### src/rtl/pipe_stage_skid.sv
// Pipeline stage register with valid/ready handshake and a two-entry skid buffer.
// in_ready/out_valid come straight from flops; empty entries are kept at zero so an idle output is a nop.
module pipe_stage_skid #(
  parameter int DATA_W = 160,
  parameter int CNT_W  = 16
) (
  input  logic              clk,
  input  logic              rst,
  input  logic              in_valid,
  output logic              in_ready,
  input  logic [DATA_W-1:0] in_data,
  output logic              out_valid,
  input  logic              out_ready,
  output logic [DATA_W-1:0] out_data,
  input  logic              flush,
  input  logic              cnt_clr,
  output logic [CNT_W-1:0]  stall_cnt
);

  typedef enum logic [1:0] {
    ST_EMPTY = 2'd0,
    ST_ONE   = 2'd1,
    ST_FULL  = 2'd2
  } state_t;

  localparam logic [CNT_W-1:0] CNT_MAX = {CNT_W{1'b1}};
  localparam logic [CNT_W-1:0] CNT_ONE = CNT_W'(1);

  state_t            state_r, state_s;
  logic [DATA_W-1:0] main_r, main_s;
  logic [DATA_W-1:0] skid_r, skid_s;
  logic              in_ready_r, in_ready_s;
  logic              out_valid_r, out_valid_s;
  logic [CNT_W-1:0]  cnt_r;
  logic              push_s, pop_s;

  // Next-state, storage and handshake-flag computation; flush overrides push and pop.
  always_comb begin
    state_s = state_r;
    main_s  = main_r;
    skid_s  = skid_r;
    push_s  = in_valid && in_ready_r;
    pop_s   = out_valid_r && out_ready;
    if (flush) begin
      state_s = ST_EMPTY;
      main_s  = {DATA_W{1'b0}};
      skid_s  = {DATA_W{1'b0}};
    end else begin
      case (state_r)
        ST_EMPTY: begin
          if (push_s) begin
            state_s = ST_ONE;
            main_s  = in_data;
          end else begin
            state_s = ST_EMPTY;
          end
        end
        ST_ONE: begin
          if (push_s && pop_s) begin
            main_s = in_data;
          end else if (push_s) begin
            state_s = ST_FULL;
            skid_s  = in_data;
          end else if (pop_s) begin
            state_s = ST_EMPTY;
            main_s  = {DATA_W{1'b0}};
          end else begin
            state_s = ST_ONE;
          end
        end
        ST_FULL: begin
          if (pop_s) begin
            state_s = ST_ONE;
            main_s  = skid_r;
            skid_s  = {DATA_W{1'b0}};
          end else begin
            state_s = ST_FULL;
          end
        end
        default: begin
          state_s = ST_EMPTY;
          main_s  = {DATA_W{1'b0}};
          skid_s  = {DATA_W{1'b0}};
        end
      endcase
    end
    in_ready_s  = (state_s != ST_FULL);
    out_valid_s = (state_s != ST_EMPTY);
  end

  // State, storage and registered handshake flags.
  always_ff @(posedge clk or negedge rst) begin
    if (!rst) begin
      state_r     <= ST_EMPTY;
      main_r      <= {DATA_W{1'b0}};
      skid_r      <= {DATA_W{1'b0}};
      in_ready_r  <= 1'b1;
      out_valid_r <= 1'b0;
    end else begin
      state_r     <= state_s;
      main_r      <= main_s;
      skid_r      <= skid_s;
      in_ready_r  <= in_ready_s;
      out_valid_r <= out_valid_s;
    end
  end

  // Saturating stall counter; clear beats increment, flush leaves it alone.
  always_ff @(posedge clk or negedge rst) begin
    if (!rst) begin
      cnt_r <= {CNT_W{1'b0}};
    end else if (cnt_clr) begin
      cnt_r <= {CNT_W{1'b0}};
    end else if (out_valid_r && !out_ready && (cnt_r != CNT_MAX)) begin
      cnt_r <= cnt_r + CNT_ONE;
    end else begin
      cnt_r <= cnt_r;
    end
  end

  assign in_ready  = in_ready_r;
  assign out_valid = out_valid_r;
  assign out_data  = main_r;
  assign stall_cnt = cnt_r;

endmodule
### config.mk
export PLATFORM = sky130hd
export DESIGN_NAME = pipe_stage_skid
export DESIGN_NICKNAME = d
export VERILOG_FILES = /design/src/rtl/pipe_stage_skid.sv
export SDC_FILE = /design/constraint.sdc
export NUM_CORES = 1
export LEC_CHECK = 0
export CORE_ASPECT_RATIO = 0.5
export CORE_MARGIN = 4
export CORE_UTILIZATION = 50
export CTS_CLUSTER_SIZE = 30
export DETAILED_ROUTE_END_ITERATION = 8
export DONT_BUFFER_PORTS = 1
export HOLD_SLACK_MARGIN = 0.05
export PLACE_DENSITY = 0.62
export SYNTH_ARGS = -nofsm -noshare
export SYNTH_HDL_FRONTEND = slang
export SYNTH_SLANG_ARGS = --single-unit
### constraint.sdc
create_clock -name clk -period 3.71 [get_ports clk]
set_input_delay 0.742 -clock clk [delete_from_list [all_inputs] [get_ports clk]]
set_output_delay 0.742 -clock clk [all_outputs]
set_load 0.01 [all_outputs]
-- Word level (Yosys, flattened, before mapping)
Cells that the tools add are included.
- add/sub/neg operators: 1
- eq/ne operators: 11
- multiplexer cells: 19
- reductions and logical operators: 11
- operators by type and width (kind ; number):
    2-to-1 mux 160 bit ; 8
    case mux 160 bit (3 select lines) ; 2
    2-to-1 mux 16 bit ; 2
    adder 16 x 1 -> 16 bit, second input constant ; 1
    inequality test 16 bit, second input constant ; 1
    inequality test 3 bit, second input constant ; 4
    2-to-1 mux 2 bit ; 4
    inequality test 4 bit, second input constant ; 2
    AND reduction 4 bit ; 2
    case mux 2 bit (3 select lines) ; 1
    logical AND 1 bit ; 5
    inequality test 2 bit, second input constant ; 2
    nonzero test 2 bit ; 2
    equality test 2 x 1 -> 1 bit, second input constant ; 1
    equality test 2 bit, second input constant ; 1
    zero test 2 bit ; 1
    2-to-1 mux 1 bit ; 2
    zero test 1 bit ; 1
- register bits after elaboration: 340
- input port bits: 166

-- Logic depth before layout (Yosys ltp)
- depth in word-level cells: 7
- gate-level depth with buffers: 8
- depth with buffers taken out: 5

-- Least setup slack after synthesis
OpenSTA, ideal clock, no wires.
- path kind: input to register
- from: input port out_ready
- to: register cnt_r[15], in the netlist stall_cnt[15]
- library setup time: 128 ps
- data arrival time: 1965 ps
- data required time: 3582 ps
- slack: 1618 ps
- stages: 5
- cells stage by stage: nand2b_1 clkbuf_1 or3_1 nor4_1 mux2_1
- longest elaborated chain between the ends: 4
- RTL lines (what ; line ; RTL):
    from (decl) ; 13 ; input logic out_ready,
    zero test 1 bit ; 114 ; end else if (out_valid_r && !out_ready && (cnt_r != CNT_MAX)) begin
    logical AND 1 bit (2 in a row) ; 114 ;
    nonzero test 2 bit (no line) ; - ;
    to (signal assigned) ; 113 ; cnt_r <= {CNT_W{1'b0}};
    to (signal assigned) ; 115 ; cnt_r <= cnt_r + CNT_ONE;
    to (signal assigned) ; 117 ; cnt_r <= cnt_r;
    to (decl) ; 34 ; logic [CNT_W-1:0] cnt_r;
Every way passes these cells.
A chain may end at the register's enable or synchronous reset.

-- Final worst setup path
- from: register state_r[0]
- to: register main_r[132], in the netlist out_data[132]
- longest elaborated chain between the ends: 3
- elaborated cells between the ends (all ways): 10
- classes of those cells: 6 x eq/ne; 2 x mux; 2 x reduce/logical
- RTL lines (what ; line ; RTL):
    from (decl) ; 29 ; state_t state_r, state_s;
    from (signal assigned) ; 100 ; state_r <= state_s;
    equality test 2 x 1 -> 1 bit (tied with other cells) ; 49 ; case (state_r)
    inequality test 4 bit (no line) (tied with other cells) ; - ;
    AND reduction 4 bit (no line) / 2-to-1 mux 160 bit (equally long branches) ; - ;
    to (signal assigned) ; 95 ; main_r <= {DATA_W{1'b0}};
    to (signal assigned) ; 101 ; main_r <= main_s;
    to (decl) ; 30 ; logic [DATA_W-1:0] main_r, main_s;
Several ways; a longest one is shown, not always the timed one.

==> metrics.yaml <==
outcome:
  status: "finished, violations left"
  violations: "hold timing"
synthesis:
  ys_seq_elements: 340
  yosysTopAreaCell: "dfrtp_1"
  synth_nets: 1796
  syn_inst: 1629
  synth_top_area_share_pct: 50.9
  synth_edf_count: 0
  seq_area_frac_synth_pct: 51.1
  syn-cell-area_mm2: 0.0167
  yosysUniqueCellTypes: 44
  yosys_most_used_dff: "dfrtp_1"
  async_flop_share_pct: 100
  synthTopCellsByArea: "dfrtp_1 51%, mux2i_1 11%, o2bb2ai_1 8.4%"
  yosysWarnings: 0
  synth.avg_cell_area_um2: 10.2
global_routing:
  grt_pass1_wl_mm: 73.1
  grt_util_all_layers_pct: 24.9
  grt-ovfl-total: 0
  grt_start_max_net_pins: 341
  grt_pass1_vias: 12400
  antenna_found_initial: 0
routing:
  first_iter_violations: 1035
  ant_nets: 0
  wl_mm: 47.1
  drt_pass1_iterations: 8
  routed_via_density: 6.36
  drc: 0
  drt-wirelength-per-cell_um: 23.7
  vias: 12600
clock_network:
  cts_root_buffer: "clkbuf_16"
  ctsResizeCount: 0
  clockBufferDepth: 3
  htree_levels: 2
  cts_inserted_buffers: 34
  postCtsSetupBuffers: 0
  cts_tree: "yes"
  path_clk_slew_ps: 60
  clock_latency_ps: 520
  cts.sinks: 340
cells_and_area:
  nets: 1700
  final_util_pct: 55.6
  diodes: 0
  areaGrowthSynthToFinish_pct: 7.50
  drive_above_1_share_pct: 5.73
timing:
  max_slew_margin_pct: 13.5
  timing.hold.ws_ps: -69.0
  slew_violations: 0
  tns_ps: 0
  worst_pin_slew_ps: 1290
  timing.fmax_mhz: 319
  hold_viol: 94
  setup_viol: 0
  finClkSkew_ps: 17.9
  fin_crit_ps: 3140
  period_share_pct: 84.6
  rsz0062_at_grt: "false"
power:
  pwr_density_cell_mw_per_mm2: 490
  power_leakage_nw: 7.39
  seqPwrFrac_pct: 48.1
  power.internal_w: 0.00639
  peakVddDrop_uv: 276
  comb_power_share_pct: 12.0
  p_sw_share_pct: 27.3
  finalPower_w: 0.00878
  pwr-share-clk_pct: 39.8
  netSwitchingPower_w: 0.00240
worst_setup_path:
  path_cells: "nor2b_1 > o21ai_1 > a21oi_4 > buf_4 > o2bb2ai_1"
  cp_max_fo: 52
  crit_required_ps: 4130
  path_buf_inv: 1
  worstSetupEndpointType: "flop"
  slowest_stage: "a21oi_4"
  arrival_ps: 3560
  cp_top_family: "compound AO/OA/AOI/OAI gates"
  cpPeakStageDelay_ps: 1020
  worst_setup_path_start_kind: "flop"
  crit_type: "flop to flop"
place:
  routabilityCongestion: 0.798
  dp_hpwl_mm: 28.2
  io_buffers: 0
floorplan:
  die_w_um: 266
  start_util_pct: 51.7
  pin_count: 344
  dieHeight_um: 137
  placementRows: 46
  die-area_mm2: 0.0365
  core_mm2: 0.0322
flow_run:
  drv_cap: 0
min_path:
  hold_path.class: "input pin to async pin"
-- metal layers --
| layer | track usage, % | up-vias | share of wire, % |
|---|---|---|---|
| met5 | 0 | - | 0 |
| met4 | 8.63 | 0 | 3.4 |
| met3 | 6.54 | 86 | 7.1 |
| met2 | 40.1 | 417 | 48 |
| met1 | 33.1 | 6437 | 42 |
| li1 | - | 5689 | - |
-- state kept, by name, summed over array words and instances (netlist names) --
name	cells
out_data	160
skid_r	160
stall_cnt	16
state_r	2
in_ready	1
out_valid	1
-- area by class of cell --
type                       count  area (um2)
clock buffer                  52        1040
fill                        2779       14300
timing repair buffer          24         218
sequential                   340        8520
clock inverter                 4        72.6
tap                          432         541
multi-input combinational   1049        7200
inverter                      84         315
-- cell usage after synthesis (all sizes together) (3+ instances only) --
master,instances
nand4,8
o31ai,7
o2bb2ai,160
or4,7
nand2,90
nand2b,3
a22oi,51
mux2,3
a21oi,206
buf,58
nor2b,6
nor4,6
and3,3
nand4b,79
o21bai,3
or3,6
clkbuf,98
nor3,3
inv,84
nor2,117
nand3,7
mux2i,190
dfrtp,339
o21ai,85
-- final timing paths --
kind	startpoint	cells after the start	slack, ps	to
worst max register to register	state_r[0]	5	570	out_data[132]
worst min register to register	skid_r[27]	2	520	skid_r[27]
max in group asynchronous	rst	0	2980	out_data[130]
min in group clk	cnt_clr	1	280	stall_cnt[1]
worst max-delay path	state_r[0]	5	570	out_data[132]
worst min-delay path	rst	0	-70	out_data[42]
-- logic make-up (layout without fill, tap and decap cells) --
logic type | Yosys count | count (layout) | synth area share, %
simple gates | 338 | 338 | 10.9
flops | 340 | 340 | 51.1
fa+ha+maj | 1 | 1 | 0.0751
compound gates | 516 | 516 | 20.2
mux | 193 | 193 | 11.6
xor+xnor | 1 | 1 | 0.0526
buf+inv | 240 | 164 | 6.12
-- stage by stage --
| step | instances | area (um2) | hold WS, ps | setup slack (ps) |
|---|---|---|---|---|
| 2_1_floorplan | 1629 | 16700 | 446 | 1620 |
| 3_3_place_gp | 1929 | 16800 | 458 | 713 |
| 3_5_place_dp | 1929 | 16800 | 457 | 666 |
| 4_1_cts | 1985 | 17900 | -105 | 647 |
| 5_1_grt | 1985 | 17900 | -104 | 399 |
| 6_report | 1985 | 17900 | -69.0 | 573 |
-- power by group through the flow --
| stage | registers [W] | logic [W] | clock network [W] |
|---|---|---|---|
| global route | 0.00425 | 0.00116 | 0.00377 |
| finish | 0.00423 | 0.00105 | 0.00350 |
| detailed placement | 0.00429 | 0.00105 | 0 |
| floorplan | 0.00418 | 0.000867 | 0 |
| global placement | 0.00429 | 0.00102 | 0 |
| CTS | 0.00423 | 0.00106 | 0.00358 |
-- cell usage in the layout (no fill, tap or decap), types with 7 or more instances in the layout --
master,Yosys,routed
dfrtp_1,339,337
a21oi_1,205,204
mux2i_1,190,190
o2bb2ai_1,160,160
nor2_1,116,114
nand2_1,89,89
inv_1,84,84
o21ai_0,84,84
nand4b_1,79,79
a22oi_1,51,51
clkbuf_16,0,37
buf_4,1,21
clkbuf_1,98,9
nand4_1,8,8
o31ai_1,7,7
Note: power is estimated with default switching activity, not from simulation.
